--- config.mk ---
export PLATFORM = sky130hd
export DESIGN_NAME = lieat_vld_wbasm
export DESIGN_NICKNAME = d
export VERILOG_FILES = /design/src/rtl/lieat_vld_wbasm.sv
export SDC_FILE = /design/constraint.sdc
export NUM_CORES = 1
export LEC_CHECK = 0
export CORE_MARGIN = 3
export CORE_UTILIZATION = 62
export CTS_CLUSTER_DIAMETER = 200
export DETAILED_ROUTE_END_ITERATION = 10
export DONT_BUFFER_PORTS = 1
export PLACE_DENSITY = 0.8
export SYNTH_ARGS = -nofsm -noshare
export SYNTH_HDL_FRONTEND = slang
export SYNTH_SLANG_ARGS = --single-unit
--- constraint.sdc ---
create_clock -name clock -period 11 [get_ports clock]
set_input_delay 1.65 -clock clock [delete_from_list [all_inputs] [get_ports clock]]
set_output_delay 1.65 -clock clock [all_outputs]
set_load 0.03 [all_outputs]
--- src/rtl/lieat_vld_wbasm.sv ---
// Vector load writeback assembler: stages up to eight 32-bit beats,
// then writes the whole register group through the 8-wide write port.
`ifndef XLEN
`define XLEN 32
`endif
`ifndef REG_IDX
`define REG_IDX 5
`endif

module lieat_vld_wbasm (
  input  logic                clock,
  input  logic                reset,
  input  logic                ld_req_valid,
  output logic                ld_req_ready,
  input  logic [`REG_IDX-1:0] ld_req_vd,
  input  logic [5:0]          ld_req_vl,
  input  logic [1:0]          ld_req_sew,
  input  logic                mem_rvalid,
  output logic                mem_rready,
  input  logic [`XLEN-1:0]    mem_rdata,
  output logic                vreg_wvalid,
  output logic [`REG_IDX-1:0] vreg_rd0,
  output logic [3:0]          vreg_wmask0,
  output logic [3:0]          vreg_wmask1,
  output logic [3:0]          vreg_wmask2,
  output logic [3:0]          vreg_wmask3,
  output logic [3:0]          vreg_wmask4,
  output logic [3:0]          vreg_wmask5,
  output logic [3:0]          vreg_wmask6,
  output logic [3:0]          vreg_wmask7,
  output logic [`XLEN-1:0]    vreg_wdata0,
  output logic [`XLEN-1:0]    vreg_wdata1,
  output logic [`XLEN-1:0]    vreg_wdata2,
  output logic [`XLEN-1:0]    vreg_wdata3,
  output logic [`XLEN-1:0]    vreg_wdata4,
  output logic [`XLEN-1:0]    vreg_wdata5,
  output logic [`XLEN-1:0]    vreg_wdata6,
  output logic [`XLEN-1:0]    vreg_wdata7,
  output logic                ld_done
);

  typedef enum logic [1:0] {
    IDLE,
    COLLECT,
    WRITE
  } state_t;

  state_t state_q;
  state_t state_d;

  logic [`REG_IDX-1:0] vd_q;
  logic [5:0]          bytes_q;
  logic [3:0]          nwords_q;
  logic [2:0]          cnt_q;
  logic [`XLEN-1:0]    word_q [8];

  logic [1:0] sewsh;
  logic [7:0] raw_bytes;
  logic [5:0] req_bytes;
  logic [3:0] req_nwords;
  logic       accept;
  logic       beat;
  logic       last_beat;
  logic [3:0] mask [8];

  // Request sizing; sew 11 behaves like 32-bit elements.
  always_comb begin
    sewsh = 2'd2;
    unique case (ld_req_sew)
      2'b00:   sewsh = 2'd0;
      2'b01:   sewsh = 2'd1;
      default: sewsh = 2'd2;
    endcase
    raw_bytes  = {2'b00, ld_req_vl} << sewsh;
    req_bytes  = (raw_bytes > 8'd32) ? 6'd32
                                     : raw_bytes[5:0];
    req_nwords = 4'((req_bytes + 6'd3) >> 2);
  end

  assign accept    = ld_req_valid & ld_req_ready;
  assign beat      = mem_rvalid & mem_rready;
  assign last_beat = ({1'b0, cnt_q} == nwords_q - 4'd1);

  always_ff @(posedge clock) begin
    if (reset) begin
      state_q <= IDLE;
    end else begin
      state_q <= state_d;
    end
  end

  always_comb begin
    state_d      = state_q;
    ld_req_ready = 1'b0;
    mem_rready   = 1'b0;
    vreg_wvalid  = 1'b0;
    ld_done      = 1'b0;
    unique case (state_q)
      IDLE: begin
        ld_req_ready = 1'b1;
        if (ld_req_valid) begin
          state_d = (req_nwords == 4'd0) ? WRITE
                                         : COLLECT;
        end
      end
      COLLECT: begin
        mem_rready = 1'b1;
        if (mem_rvalid && last_beat) begin
          state_d = WRITE;
        end
      end
      WRITE: begin
        vreg_wvalid = (nwords_q != 4'd0);
        ld_done     = 1'b1;
        state_d     = IDLE;
      end
      default: begin
        state_d = IDLE;
      end
    endcase
  end

  // Staging is cleared on accept so words past nwords write as zero.
  always_ff @(posedge clock) begin
    if (reset) begin
      vd_q     <= '0;
      bytes_q  <= '0;
      nwords_q <= '0;
      cnt_q    <= '0;
      for (int k = 0; k < 8; k++) begin
        word_q[k] <= '0;
      end
    end else if (accept) begin
      vd_q     <= ld_req_vd;
      bytes_q  <= req_bytes;
      nwords_q <= req_nwords;
      cnt_q    <= '0;
      for (int k = 0; k < 8; k++) begin
        word_q[k] <= '0;
      end
    end else if (beat) begin
      word_q[cnt_q] <= mem_rdata;
      cnt_q         <= cnt_q + 3'd1;
    end
  end

  always_comb begin
    for (int k = 0; k < 8; k++) begin
      mask[k] = 4'h0;
    end
    for (int k = 0; k < 8; k++) begin
      for (int j = 0; j < 4; j++) begin
        mask[k][j] = (state_q == WRITE) &&
                     ((k * 4 + j) < int'(bytes_q));
      end
    end
  end

  assign vreg_rd0 = vd_q;

  assign vreg_wmask0 = mask[0];
  assign vreg_wmask1 = mask[1];
  assign vreg_wmask2 = mask[2];
  assign vreg_wmask3 = mask[3];
  assign vreg_wmask4 = mask[4];
  assign vreg_wmask5 = mask[5];
  assign vreg_wmask6 = mask[6];
  assign vreg_wmask7 = mask[7];

  assign vreg_wdata0 = word_q[0];
  assign vreg_wdata1 = word_q[1];
  assign vreg_wdata2 = word_q[2];
  assign vreg_wdata3 = word_q[3];
  assign vreg_wdata4 = word_q[4];
  assign vreg_wdata5 = word_q[5];
  assign vreg_wdata6 = word_q[6];
  assign vreg_wdata7 = word_q[7];

endmodule

# Word level (Yosys, flattened, before mapping)
# Memories as Yosys holds them, arrays and structs flattened.
# Cells that the tools add are included.
[word_totals] ff_bits=20 mem_bits_rw=256 input_bits=49 out_inout_bits=297 wordCells=129 n_memories=1
[memory_table] name="word_q" depth=8 word_bits=32 read_ports=8 rd_clocked_by_memory_dff=0 write_ports=8 line="55" source="logic [`XLEN-1:0] word_q [8];"
[classes] n_addsub=3 order_cmp=33 eq_ne=6 n_shift=1 muxes=30 bitwise_logic=10 n_reduce_logical=40
[op_table] op="$mux 32" count=9
[op_table] op="$lt 5x6->1 const A" count=16
[op_table] op="$lt 4x6->1 const A" count=8
[op_table] op="$logic_and 1x1->1" count=33
[op_table] op="$reduce_or 32->1" count=1
[op_table] op="$lt 3x6->1 const A" count=4
[op_table] op="$mux 1" count=14
[op_table] op="$lt 1x6->1 const A" count=2
[op_table] op="$lt 2x6->1 const A" count=2
[op_table] op="$gt 8x6->1 const B" count=1
[op_table] op="$or 1x1->1" count=8
[op_table] op="$pmux 2 s2" count=2
[op_table] op="$shl 6x2->8" count=1
[op_table] op="$add 6x2->6 const B" count=1
[op_table] op="$mux 2" count=3
[op_table] op="$mux 6" count=1
[op_table] op="$eq 2x1->1 const B" count=2
[op_table] op="$eq 3x4->1" count=1
[op_table] op="$logic_not 2->1" count=2
[op_table] op="$logic_not 4->1" count=1
[op_table] op="$ne 2x2->1 const B" count=2
[op_table] op="$reduce_bool 4->1" count=1
[op_table] op="$sub 4x1->4 const B" count=1
[op_table] op="$add 3x1->3 const B" count=1
[op_table] op="other kinds (5)" count=6

# Depth between registers and ports, before layout
[depth] depth_word=10 depth_mapped=7 mapped_depth_nobuf=7

# Least setup slack after synthesis
# Ideal clock, no wire load.
[synth_path] path_kind="input to register" startpoint="input reset" endpoint="memory word_q[7][0] (netlist bit), enable pin" setup_time_ns=0.466 t_arrival_ns=4.423 t_required_ns=10.534 path_slack_ns=6.112 cell_stages=3 path_buffers=1 path_cell_list="clkbuf_1 -> nand3b_1 -> o21ai_0"
[synth_lines] item="start, declared" line="12" source="input logic reset,"
[synth_lines] item="end, declared" line="55"

# Worst setup path after layout
[layout_path] startpoint="register state_q[0]" endpoint="output vreg_wmask4[0]"
[layout_via] elab_chain_len=2
[layout_lines] item="start, declared" line="48" source="state_t state_q;"
[layout_lines] item="start signal, assigned" line="88" source="state_q <= state_d;"
[layout_lines] item="$eq 2x2->1" line="153" source="mask[k][j] = (state_q == WRITE) &&"
[layout_lines] item="$logic_and 1x1->1" line="153"
[layout_lines] item="end, declared" line="27" source="output logic [3:0] vreg_wmask4,"
# Every way passes these cells.

==> run summary <==
Initial core utilization -> 0.637
Largest net degree at the start of global routing -> 38
Post-synth top cells -> edfxtp_1, and2_1, and3_1, clkbuf_1, nor2_1
Final nets -> 805
Hold wc startpoint -> nwords_q[3]
DRC -> 0
Post-synth EDFFs -> 256
Area Growth Syn to Fin -> 8.28%
Number of buffers added on ports -> 0
Tot GR Track Use -> 0.273
Pre-CTS WS -> 6.68 ns
Crit start category -> flop
Vias after detailed routing -> 6264
Setup CP Type -> flop to output port
CP endpoint kind -> output port
Post-synth cell types -> 54
Slew Limit Fails -> 0
Mapped Area -> 11100 um2
Top post-synthesis cells by area -> edfxtp_1, and2_1, and3_1
Avg Vias per Cell -> 6.29
Share of cells above drive strength 1 -> 0.0804
Root Buffer -> clkbuf_16
Die ar. -> 19500 um2
Count leader, synth -> edfxtp_1
PwrDens -> 195 nW/um2
Die W -> 140 um
H-tree Lvls -> 1
Slew HR -> 0.230
Fmax -> 222 MHz
Core area -> 17400 um2
Drt wl/cell -> 27.6 um
Reg2reg setup slack -> 6.95 ns
Number of DRC markers in iteration 0 -> 573
GRT overflow -> 0
DP HPWL -> 18400 um
Arr. time, crit path -> 2.86 ns
Fillers -> 1121
RD Place Congestion -> 0.849
R2R Path End -> word_q[6][1]
Clk_skew -> 0.00978 ns
Max IR drop VDD -> 0.000152 V
CP max-delay cell -> o21ai_0
Syn Area/Cell -> 14.5 um2
Status -> completed
Pre-Repair DR Iteration Count -> 5
FF-to-FF path depth -> 4
Crit-path max FO -> 24
Post-synth ARST share -> 0
Post-CTS Hold Buffers -> 0
CTS clock-pin slew for the worst setup and hold paths -> 0.06 ns
Core Util, Final -> 0.690
Main synth FF type -> edfxtp_1
Worst r2r src -> state_q[0]
Fin. Hold Viols -> 0
Leakage -> 4.81 nW
Max-cap violations -> 0
Slowest stage delay, CP -> 0.80 ns
RSZ-0062 raised after global routing -> false
ANT nets after route -> 0
Syn Inst Count -> 765
Final TNS setup -> 0 ns
Crit share post-route -> 0.410
Die height -> 140 um
Sequence of cells on the critical path -> nand2b_1 -> inv_1 -> nand2_1 -> o21ai_0
Resized cells post-CTS -> 0
Initial antenna violation count -> 0
Inserted Diodes -> 0
Final WL -> 27500 um
Number of I/O pins -> 346
Synth warn -> 0
Synth top area share -> 0.693
Clock Sinks -> 276
Final setup violation count -> 0
Worst Setup SP -> state_q[0]
Number of global-route vias before repair -> 6204
Synth area leader -> edfxtp_1
Post-synthesis sequential area ratio -> 0.729
Worst-skew pair later-pin latency -> 0.52 ns
Row count -> 48
Final worst slack -> 6.49 ns
Syn_nets -> 816
Yosys reg bits -> 276
Hold Path Class -> flop to flop
Postcts setup bufs -> 0
CTS buffer count -> 26
CTS tree -> done
Critical Path Sink -> vreg_wmask4[0]
First-pass GRT wire length -> 40600 um
Final Critical Period -> 4.51 ns
Worst EP required -> 9.35 ns
CTS Buffer Depth -> 3
Worst slew pin tran -> 1.15 ns
==> metrics by stage <==
stage,hold WS (ns),cells,cell area [um2],total power [mW]
floorplan,0.453,765,11100,1.46
global placement,0.465,951,11200,1.50
detailed placement,0.483,951,11200,1.50
CTS,0.491,996,12000,2.35
global route,0.513,996,12000,2.41
finish,0.488,996,12000,2.34
==> cell type report <==
class                      instances  area (um2)  share of cell area
timing repair buffer               5        37.5             0.00312
tap                              225         282              0.0234
clock inverter                    12         138              0.0115
inverter                          12        45.0             0.00375
sequential                       276        8090               0.673
multi-input combinational        433        2750               0.229
clock buffer                      33         677              0.0563
==> worst max-delay path: cells and delay by family (launching register included) <==
| kind | cells | cell delay, ns |
|---|---|---|
| buffers and inverters | 1 | 0.54 |
| and+or+nand+nor | 2 | 0.66 |
| AOI/OAI and AO/OA | 1 | 0.80 |
| DFF | 1 | 0.34 |
==> logic make-up (layout without fill, tap and decap cells) <==
| group | after synthesis | after routing | synth area share |
|---|---|---|---|
| flip-flops | 276 | 276 | 0.729 |
| XOR/XNOR | 8 | 8 | 0.00756 |
| AND/OR/NAND/NOR | 358 | 358 | 0.196 |
| AO/OA/AOI/OAI | 61 | 61 | 0.0345 |
| buffers and inverters | 56 | 62 | 0.0266 |
| multiplexers | 4 | 4 | 0.00417 |
| adder cells (fa/ha/maj) | 2 | 2 | 0.00225 |
==> worst min path at each step <==
| stage | endpoint | slack [ns] | cells after the start |
|---|---|---|---|
| final | nwords_q[3] | 0.49 | 2 |
| after CTS | nwords_q[3] | 0.49 | 2 |
| after global routing | nwords_q[3] | 0.51 | 2 |
| after floorplan | nwords_q[3] | 0.45 | 2 |
| after detailed placement | nwords_q[3] | 0.48 | 2 |
| after global placement | state_q[1] | 0.47 | 1 |
==> cell usage in the layout (no fill, tap or decap), drive strengths merged, types with 4 or more instances in the layout <==
cell type	netlist	layout
nor2b	4	4
buf	16	5
clkinv	0	8
inv	12	12
dfxtp	20	20
nand2	22	22
nor2	28	28
a21oi	19	19
o21ai	19	19
clkbuf	28	33
and3	71	71
nand2b	12	12
a22o	6	6
edfxtp	256	256
xor2	6	6
nor3	5	5
and2	194	194
nand3	10	10
==> power by group <==
part	internal (mW)	total, mW	leakage [nW]	switching, mW
Combinational	0.0169	0.0800	1.47	0.0631
Clock	0.503	0.861	0.389	0.358
Sequential	1.23	1.40	2.95	0.175
==> state kept, by name, indices dropped and copies added (netlist names) <==
| register | flops |
|---|---|
| cnt_q | 3 |
| vreg_rd0 | 5 |
| word_q | 256 |
| nwords_q | 4 |
| state_q | 2 |
| bytes_q | 6 |
==> per-layer routing <==
metal  global-route usage  share of wire
met1                0.339           0.35
met4               0.0714          0.025
met2                0.457           0.50
met5                    0              0
met3                0.105           0.13
(Power assumes the default switching activity.)
